### src/rtl/exec_pkg.sv
// Shared definitions for the execute stage: ALU opcodes, FSM encodings and
// helpers that classify opcodes for the iterative multiply/divide unit.
package exec_pkg;

  localparam logic [3:0] OP_ADD  = 4'd0;
  localparam logic [3:0] OP_SUB  = 4'd1;
  localparam logic [3:0] OP_AND  = 4'd2;
  localparam logic [3:0] OP_OR   = 4'd3;
  localparam logic [3:0] OP_XOR  = 4'd4;
  localparam logic [3:0] OP_SLT  = 4'd5;
  localparam logic [3:0] OP_SLTU = 4'd6;
  localparam logic [3:0] OP_SLL  = 4'd7;
  localparam logic [3:0] OP_SRL  = 4'd8;
  localparam logic [3:0] OP_SRA  = 4'd9;
  localparam logic [3:0] OP_LUI  = 4'd10;
  localparam logic [3:0] OP_MUL  = 4'd11;
  localparam logic [3:0] OP_DIVU = 4'd12;
  localparam logic [3:0] OP_REMU = 4'd13;

  localparam logic [0:0] ST_IDLE = 1'b0;
  localparam logic [0:0] ST_MD   = 1'b1;

  typedef enum logic [1:0] {
    MD_MUL  = 2'd0,
    MD_DIVU = 2'd1,
    MD_REMU = 2'd2
  } md_kind_e;

  function automatic logic is_multicycle(input logic [3:0] op);
    return (op == OP_MUL) || (op == OP_DIVU) || (op == OP_REMU);
  endfunction

  function automatic md_kind_e md_kind(input logic [3:0] op);
    md_kind_e k;
    case (op)
      OP_DIVU: k = MD_DIVU;
      OP_REMU: k = MD_REMU;
      default: k = MD_MUL;
    endcase
    return k;
  endfunction

endpackage

### src/rtl/exec_muldiv.sv
// Iterative shift-add multiplier / restoring divider, one bit per clock.
// done and result are combinational during the final iteration cycle.
module exec_muldiv
  import exec_pkg::*;
#(
  parameter int XLEN = 32,
  parameter int CNTW = 5
) (
  input  logic            clk,
  input  logic            reset,
  input  logic            go,
  input  logic [3:0]      op,
  input  logic [XLEN-1:0] a,
  input  logic [XLEN-1:0] b,
  output logic            done,
  output logic [XLEN-1:0] result
);

  logic            active_q, active_d;
  md_kind_e        kind_q, kind_d;
  logic [CNTW-1:0] cnt_q, cnt_d;
  // opa: multiplicand (MUL) or dividend/quotient shift register (DIV)
  // opb: multiplier (MUL) or divisor (DIV); acc: product or partial remainder
  logic [XLEN-1:0] opa_q, opa_d;
  logic [XLEN-1:0] opb_q, opb_d;
  logic [XLEN-1:0] acc_q, acc_d;

  logic [XLEN:0]   rem_sh;
  logic            rem_ge;
  logic [XLEN-1:0] step_acc, step_opa, step_opb;

  always_comb begin
    rem_sh   = {acc_q, opa_q[XLEN-1]};
    rem_ge   = rem_sh >= {1'b0, opb_q};
    step_acc = acc_q;
    step_opa = opa_q;
    step_opb = opb_q;
    if (kind_q == MD_MUL) begin
      step_acc = opb_q[0] ? acc_q + opa_q : acc_q;
      step_opa = opa_q << 1;
      step_opb = opb_q >> 1;
    end else begin
      // A zero divisor always passes the trial subtract: quotient all ones,
      // remainder equals the dividend.
      step_acc = rem_ge ? XLEN'(rem_sh - {1'b0, opb_q}) : rem_sh[XLEN-1:0];
      step_opa = {opa_q[XLEN-2:0], rem_ge};
    end
  end

  assign done   = active_q && (cnt_q == CNTW'(XLEN - 1));
  assign result = (kind_q == MD_DIVU) ? step_opa : step_acc;

  always_comb begin
    active_d = active_q;
    kind_d   = kind_q;
    cnt_d    = cnt_q;
    opa_d    = opa_q;
    opb_d    = opb_q;
    acc_d    = acc_q;
    if (go && !active_q) begin
      active_d = 1'b1;
      kind_d   = md_kind(op);
      cnt_d    = '0;
      opa_d    = a;
      opb_d    = b;
      acc_d    = '0;
    end else if (active_q) begin
      opa_d = step_opa;
      opb_d = step_opb;
      acc_d = step_acc;
      cnt_d = cnt_q + 1'b1;
      if (done) begin
        active_d = 1'b0;
      end
    end
  end

  always_ff @(posedge clk or posedge reset) begin
    if (reset) begin
      active_q <= 1'b0;
      kind_q   <= MD_MUL;
      cnt_q    <= '0;
      opa_q    <= '0;
      opb_q    <= '0;
      acc_q    <= '0;
    end else begin
      active_q <= active_d;
      kind_q   <= kind_d;
      cnt_q    <= cnt_d;
      opa_q    <= opa_d;
      opb_q    <= opb_d;
      acc_q    <= acc_d;
    end
  end

endmodule

### src/rtl/exec_unit.sv
// Execute stage: single-cycle ALU, branch-target adder and a busy/done FSM
// that sequences the iterative multiply/divide unit.
module exec_unit
  import exec_pkg::*;
#(
  parameter int XLEN = 32,
  parameter int REGW = 5,
  parameter int CNTW = 5
) (
  input  logic            clk,
  input  logic            reset,
  input  logic            start,
  input  logic [3:0]      alu_op,
  input  logic            use_imm,
  input  logic [XLEN-1:0] src_a,
  input  logic [XLEN-1:0] src_b,
  input  logic [XLEN-1:0] imm,
  input  logic [XLEN-1:0] pc_in,
  input  logic [REGW-1:0] write_reg_in,
  output logic            busy,
  output logic            done,
  output logic [XLEN-1:0] result,
  output logic            zero,
  output logic [XLEN-1:0] branch_target,
  output logic [REGW-1:0] write_reg_out
);

  logic [0:0]      state_q, state_d;
  logic            done_q, done_d;
  logic [XLEN-1:0] result_q, result_d;
  logic            zero_q, zero_d;
  logic [XLEN-1:0] bt_q, bt_d;
  logic [REGW-1:0] wr_q, wr_d;

  logic [XLEN-1:0] op_b;
  logic [CNTW-1:0] shamt;
  logic [XLEN-1:0] alu_res;
  logic            md_go, md_done;
  logic [XLEN-1:0] md_result;

  assign op_b  = use_imm ? imm : src_b;
  assign shamt = op_b[CNTW-1:0];

  always_comb begin
    alu_res = '0;
    case (alu_op)
      OP_ADD:  alu_res = src_a + op_b;
      OP_SUB:  alu_res = src_a - op_b;
      OP_AND:  alu_res = src_a & op_b;
      OP_OR:   alu_res = src_a | op_b;
      OP_XOR:  alu_res = src_a ^ op_b;
      OP_SLT:  alu_res = {{(XLEN-1){1'b0}}, $signed(src_a) < $signed(op_b)};
      OP_SLTU: alu_res = {{(XLEN-1){1'b0}}, src_a < op_b};
      OP_SLL:  alu_res = src_a << shamt;
      OP_SRL:  alu_res = src_a >> shamt;
      OP_SRA:  alu_res = $unsigned($signed(src_a) >>> shamt);
      OP_LUI:  alu_res = op_b << 16;
      default: alu_res = '0;
    endcase
  end

  assign md_go = (state_q == ST_IDLE) && start && is_multicycle(alu_op);

  exec_muldiv #(
    .XLEN (XLEN),
    .CNTW (CNTW)
  ) u_muldiv (
    .clk    (clk),
    .reset  (reset),
    .go     (md_go),
    .op     (alu_op),
    .a      (src_a),
    .b      (op_b),
    .done   (md_done),
    .result (md_result)
  );

  always_comb begin
    state_d  = state_q;
    done_d   = 1'b0;
    result_d = result_q;
    zero_d   = zero_q;
    bt_d     = bt_q;
    wr_d     = wr_q;
    case (state_q)
      ST_IDLE: begin
        if (start) begin
          bt_d = pc_in + (imm << 2);
          wr_d = write_reg_in;
          if (is_multicycle(alu_op)) begin
            state_d = ST_MD;
          end else begin
            result_d = alu_res;
            zero_d   = (alu_res == '0);
            done_d   = 1'b1;
          end
        end
      end
      default: begin
        // start is ignored here; the front end is stalled by busy
        if (md_done) begin
          result_d = md_result;
          zero_d   = (md_result == '0);
          done_d   = 1'b1;
          state_d  = ST_IDLE;
        end
      end
    endcase
  end

  always_ff @(posedge clk or posedge reset) begin
    if (reset) begin
      state_q  <= ST_IDLE;
      done_q   <= 1'b0;
      result_q <= '0;
      zero_q   <= 1'b0;
      bt_q     <= '0;
      wr_q     <= '0;
    end else begin
      state_q  <= state_d;
      done_q   <= done_d;
      result_q <= result_d;
      zero_q   <= zero_d;
      bt_q     <= bt_d;
      wr_q     <= wr_d;
    end
  end

  assign busy          = (state_q == ST_MD);
  assign done          = done_q;
  assign result        = result_q;
  assign zero          = zero_q;
  assign branch_target = bt_q;
  assign write_reg_out = wr_q;

endmodule

### config.mk
export PLATFORM = sky130hd
export DESIGN_NAME = exec_unit
export DESIGN_NICKNAME = d
export VERILOG_FILES = /design/src/rtl/exec_pkg.sv /design/src/rtl/exec_muldiv.sv /design/src/rtl/exec_unit.sv
export SDC_FILE = /design/constraint.sdc
export NUM_CORES = 1
export LEC_CHECK = 0
export ABC_AREA = 0
export CELL_PAD_IN_SITES_DETAIL_PLACEMENT = 1
export CELL_PAD_IN_SITES_GLOBAL_PLACEMENT = 2
export CORE_ASPECT_RATIO = 1.5
export CORE_MARGIN = 3
export CORE_UTILIZATION = 35
export DETAILED_ROUTE_END_ITERATION = 16
export HOLD_SLACK_MARGIN = 0.08
export PLACE_DENSITY = 0.92
export SETUP_SLACK_MARGIN = 0.4
export SLEW_MARGIN = 20
export SYNTH_ARGS = -nofsm -noshare
export SYNTH_HDL_FRONTEND = slang
export SYNTH_SLANG_ARGS = --single-unit
### constraint.sdc
create_clock -name clk -period 7.1 [get_ports clk]
set_clock_uncertainty 0.05 [all_clocks]
set_input_delay 1.065 -clock clk [delete_from_list [all_inputs] [get_ports clk]]
set_output_delay 1.065 -clock clk [all_outputs]
set_load 0.1 [all_outputs]
==> results of run 1 <==
-- area by class of cell --
type                            instances  share of cell area
Sequential cell                       176              0.1601
Inverter                              155             0.02158
Multi-Input combinational cell       2619              0.6524
Clock inverter                         14            0.005589
Timing Repair Buffer                  306              0.1043
Clock buffer                           18             0.01559
Tap cell                              885             0.04021
Antenna cell                            2           0.0001818
-- through the flow --
stage          power, mW  instances    util  hold slack, ns
3_3_place_gp       10.00       4141  0.4010          0.4027
6_report           11.26       4175  0.4098          0.4273
4_1_cts            11.18       4173  0.4097          0.4339
5_1_grt            12.00       4174  0.4097          0.4602
3_5_place_dp       10.12       4141  0.4010          0.4172
2_1_floorplan      7.604       3177       -          0.4059
-- flip-flops by register name, summed over array words and instances (netlist names) --
register and count:
done 1, write_reg_out 5, zero 1, u_muldiv.acc_q 32
u_muldiv.cnt_q 5, branch_target 32, u_muldiv.kind_q 2, u_muldiv.opa_q 32
u_muldiv.opb_q 32, result 32, u_muldiv.active_q 1, busy 1
-- layer usage --
layer,vias up,share of wire,global-route usage
li1,11862,-,-
met1,13196,0.37,0.3853
met2,1177,0.47,0.5541
met3,365,0.057,0.03508
met4,0,0.095,0.2625
met5,-,0,0
-- worst max-delay path, stage by stage --
cell and delay, ns:
clkdlybuf4s50_1 0.48, mux2i_4 0.37, buf_12 0.37, ha_1 0.34
a211o_1 0.33, a21oi_1 0.21, o21bai_1 0.09, a221o_1 0.36
a221oi_1 0.48, o21ai_0 0.32, nor4_1 0.27, and4_1 0.29
and4b_1 0.29, nand4_1 0.18, nor2_1 0.21, nand2_1 0.09
o41ai_2 0.29, a41o_1 0.14
-- how the worst max path moves through the flow --
| stage | slack, ns | cells after the start | to | startpoint |
|---|---|---|---|---|
| detailed placement | 0.85 | 18 | zero | use_imm |
| global route | 0.96 | 18 | zero | use_imm |
| CTS | 1.32 | 18 | zero | use_imm |
| finish | 1.26 | 18 | zero | imm[1] |
| floorplan | 1.18 | 23 | zero | use_imm |
| global placement | 1.03 | 19 | zero | use_imm |
-- where the power goes --
part | leakage, nW | internal [mW] | switching (mW) | total, mW
logic | 9.29 | 2.76 | 5.59 | 8.34
registers | 2.22 | 1.44 | 0.468 | 1.91
clock network | 0.283 | 0.525 | 0.479 | 1.00
-- cells by family (layout without fill, tap and decap cells) --
| kind of cell | after synthesis | in the layout |
|---|---|---|
| mux | 225 | 225 |
| other cells | 0 | 2 |
| simple gates | 993 | 993 |
| buf+inv | 382 | 493 |
| xor+xnor | 73 | 73 |
| fa+ha+maj | 206 | 206 |
| compound gates | 1122 | 1122 |
| flops | 176 | 176 |
-- cell usage in the layout (no fill, tap or decap), types with 24 or more instances in the layout --
cell type,count
nand2_1,376
nor2_1,318
a21oi_1,316
o21ai_0,267
clkdlybuf4s50_1,211
ha_1,201
dfrtp_1,175
inv_1,144
mux2i_1,123
buf_4,90
a211oi_1,68
a21o_1,61
nand3_1,57
xnor2_1,48
mux2_2,47
mux4_2,46
o211ai_1,42
a31oi_1,38
nor3_1,37
o21bai_1,29
nand2b_1,26
xor2_1,25
and3_1,24
==> flow_summary.ini, run 1 <==
[logic_synthesis]
synth_edf_count = 0
synth-compound-area-share = 0.3020
synthXorXnorAreaFrac = 0.02676
synthTopCellsByCount = nand2_1, nor2_1, a21oi_1
synth_top_area_frac = 0.1843
synthSimpleGateAreaFrac = 0.1860
ys.flop_type = dfrtp_1
syn-num-nets = 3524
synth_fa_ha_area_frac = 0.1094
ys_top_cells_by_area = dfrtp_1, ha_1, a21oi_1
synthMuxAreaShare = 0.1246
synth_top_area_cell = dfrtp_1
ys_ff_latch = 176
yosysMostFrequentCell = nand2_1
async_reset_ff_frac = 1.000
postSynthCellCount = 3177
synth_warnings = 0
ys_seq_area_frac = 0.1843
synth_cell_types = 105
synth_top_family_by_area = compound AO/OA/AOI/OAI gates
synth_area_per_cell_sq_um = 7.521
synth_area_sq_um = 23890

[drt]
dr.first_iter.drc_count = 2499
drtAntennaViolNets = 0
drc = 0
vias_per_cell = 6.371
wl_mm = 121.2
routedWlPerCell_um = 29.02
drtPass1Iterations = 5
vias = 26600

[clock_tree]
cts_buffers = 17
root_buffer = clkbuf_16
cts-resized-gates = 0
cts_tree = built
hold_buffers = 0
path_clk_slew_ns = 0.07
cts.sinks = 176
clk_path_buf_depth = 2
cts_setup_buffers = 0
htree_levels = 4
clk_latency_ns = 0.47

[timing]
fin_crit_ns = 5.841
hold_viol_final = 0
worst_slack_ns = 1.259
fin_setup_tns_ns = 0
max_freq_mhz = 171.2
max_slew.worst_pin.slew_ns = 1.193
rsz0062_at_grt = false
drv_slew = 0
fin_crit_sh = 0.8227
maxSlewHeadroom = 0.1964
setup_violations = 0

[place]
hpwl_mm = 96.00
place_area_sq_um = 26950
io_buffers = 212
place_worst_setup_slack_ns = 0.8482
gp_congestion = 1.033

[finish]
areaGrowthSynthToFinish_pct = 15.24
fill_cells = 8226
layout-drive-gt1-share = 0.08455
multi_input_area_sq_um = 17960
fin_area_sq_um = 27540
final_nets = 3622
seqCellArea_sq_um = 4408

[global_routing]
grt_remaining_overflow = 0
antenna_found_initial = 1
grt_max_degree = 118
grt_pass1_vias = 27423
grt_pass1_wl_mm = 178.9
grt_use_total = 0.3327

[die]
die_h_um = 326.0
boundaryPins = 213
fp-row-count = 116
dieArea_sq_um = 71500
die_w_um = 219.3
core_sq_um = 67200
initial_core_util = 0.3556

[worst_setup_path]
cp_max_fo = 65
timing.reg2reg.setup_slack_ns = 1.38
critPathKind = in2reg
end_kind = flop
cp.required_ns = 7.45
cp.arrival_ns = 6.19
startpoint_type = primary input
worstRegToRegCells = 16
rr_endpoint = zero
timing.rr.start = u_muldiv.opa_q[31]

[run_status]
run_status = finished, final reports clean

[worst_hold_path]
hold_path_startpoint = result[9]
whs_path_depth = 2
whs_endpoint = result[9]
hold_path_class = reg2reg

[power_and_ir_drop]
power_density_nw_per_um2 = 408.8
ir_worst_vdd_mv = 0.3523
leakagePower_nw = 11.79

[flow_run]
drv_cap = 0
Note: power is estimated with default switching activity, not from simulation.
==> run 2, diff against run 1 <==
Settings changed: CORE_UTILIZATION 35 to 32, PLACE_DENSITY 0.92 to 0.89.
Clock period 7.1 ns to 5.3 ns, I/O delays scaled along.
==> flow_summary.ini, run 2 (synthesis results as in run 1) <==
[worst_hold_path]
whs_path_depth = 2
hold_path_startpoint = result[9]
hold_path_class = reg2reg
whs_endpoint = result[9]

[power_and_ir_drop]
finalPower_mw = 15.57
leakagePower_nw = 13.36
power_density_nw_per_um2 = 511.8
p_sw_mw = 8.839
seqPwrFrac = 0.166
power.share.clock = 0.087
intPower_mw = 6.733
combPwrFrac = 0.747
ir_worst_vdd_mv = 0.3994
switching_share = 0.5676

[timing]
drv_slew = 0
setup_violations = 0
fin_crit_sh = 0.9210
rsz0062_at_grt = true
worst_slack_ns = 0.4189
maxSlewHeadroom = 0.2750
hold_viol_final = 0
max_slew.worst_pin.slew_ns = 1.087
fin_crit_ns = 4.881
max_freq_mhz = 204.9

[clock_tree]
cts.sinks = 176
htree_levels = 4
cts_tree = built
root_buffer = clkbuf_16
cts_buffers = 17
clk_path_buf_depth = 2
clk_latency_ns = 0.47
path_clk_slew_ns = 0.07
hold_buffers = 0

[worst_setup_path]
cp.arrival_ns = 5.24
timing.reg2reg.setup_slack_ns = 0.54
critPathKind = in2reg
worstRegToRegCells = 18
timing.rr.start = u_muldiv.acc_q[0]
rr_endpoint = zero
startpoint_type = primary input
cp_max_fo = 8
end_kind = flop
cp.required_ns = 5.66

[place]
gp_congestion = 1.074
place_worst_setup_slack_ns = -0.3875
io_buffers = 212
hpwl_mm = 99.76

[finish]
areaGrowthSynthToFinish_pct = 27.33
final_nets = 3921
final_cell_mix = nand2_1, buf_4, nor2_1
layout-drive-gt1-share = 0.1762
n_antenna_cell = 0
final_util = 0.4118

[drt]
drtAntennaViolNets = 0
wl_mm = 123.8
drtPass1Iterations = 5
routedWlPerCell_um = 27.03
drc = 0
vias = 27878
vias_per_cell = 6.088
dr.first_iter.drc_count = 2386

[global_routing]
use_met2 = 0.5286
grt_max_degree = 82
grt_use_total = 0.3053
grt_use_met1 = 0.3446
grt_pass1_vias = 28647
antenna_found_initial = 3
use_met3 = 0.03424
grt_pass1_wl_mm = 181.6
grt_remaining_overflow = 0
grt-busiest-layer = met2

[die]
dieArea_sq_um = 78050
die_w_um = 229.1
initial_core_util = 0.3234
boundaryPins = 213
core_sq_um = 73880
die_h_um = 340.7
fp-row-count = 122

[run_status]
run_status = finished, final reports clean

[flow_run]
drv_cap = 0
run 2: cell types whose count changed in the layout (fill, tap and decap cells not counted), moves of 5 or more:
| cell | delta |
|---|---|
| nor4_1 | -5 |
| a21oi_1 | -7 |
| a21oi_2 | +6 |
| buf_6 | +5 |
| o21ai_0 | -6 |
| a211oi_1 | -7 |
| buf_4 | +286 |
run 2: power by group through the flow:
stage	Sequential [mW]	Combinational, mW	Clock, mW
floorplan	4.01	6.19	0
global placement	2.57	11.1	0
detailed placement	2.59	11.3	0
CTS	2.57	11.4	1.37
global route	2.66	12.4	1.43
finish	2.59	11.6	1.35
run 2: critical path, stage by stage:
cell and delay [ns]:
clkdlybuf4s50_1 0.54, mux2i_4 0.11, buf_8 0.17, ha_1 0.18, o21bai_2 0.21, and4b_1 0.24
nand4bb_4 0.23, a311oi_2 0.35, a211o_2 0.27, buf_4 0.14, a21oi_1 0.06, o2bb2ai_1 0.25
o311ai_0 0.39, nor4_4 0.34, nand4_1 0.13, buf_4 0.16, nor2_2 0.14, nand2_1 0.09
o41ai_2 0.29, a41o_1 0.13
run 2: layer usage:
| layer | wire length [um] | vias to the layer above |
|---|---|---|
| li1 | - | 12450 |
| met1 | 45980 | 13797 |
| met2 | 59480 | 1217 |
| met3 | 6824 | 412 |
| met4 | 11480 | 2 |
| met5 | 8 | - |
run 2: per-stage QoR:
step | hold WS (ns) | setup TNS (ns) | instance area, sq um | instances
6_report | 0.4275 | 0 | 30430 | 4579
3_5_place_dp | 0.4170 | -0.4293 | 29310 | 4539
2_1_floorplan | 0.4059 | 0 | 23990 | 3177
3_3_place_gp | 0.4000 | -0.3644 | 29310 | 4539
4_1_cts | 0.4403 | 0 | 30020 | 4571
5_1_grt | 0.4679 | 0 | 30430 | 4579
run 2: what timing repair did:
item,4_1_cts,5_1_grt
gates resized for setup,26,65
pin swaps,3,22
setup endpoints to repair,1,7
cloned,0,1
setup buffers,0,7
run 2: area by class of cell:
| class | count | area [sq um] |
|---|---|---|
| Clock buffer | 19 | 442.9 |
| Multi-Input combinational cell | 2619 | 18350 |
| Clock inverter | 13 | 150.1 |
| Sequential cell | 176 | 4408 |
| Inverter | 155 | 590.6 |
| Timing Repair Buffer | 605 | 5246 |
| Tap cell | 992 | 1241 |
| Fill cell | 9173 | 43460 |
run 2: worst max-delay path by stage:
stage            to    start  depth (start not counted)
3_3_place_gp   zero   imm[0]                         18
3_5_place_dp   zero  use_imm                         19
5_1_grt        zero   imm[2]                         21
6_report       zero   imm[1]                         20
2_1_floorplan  zero  use_imm                         23
4_1_cts        zero   imm[1]                         19
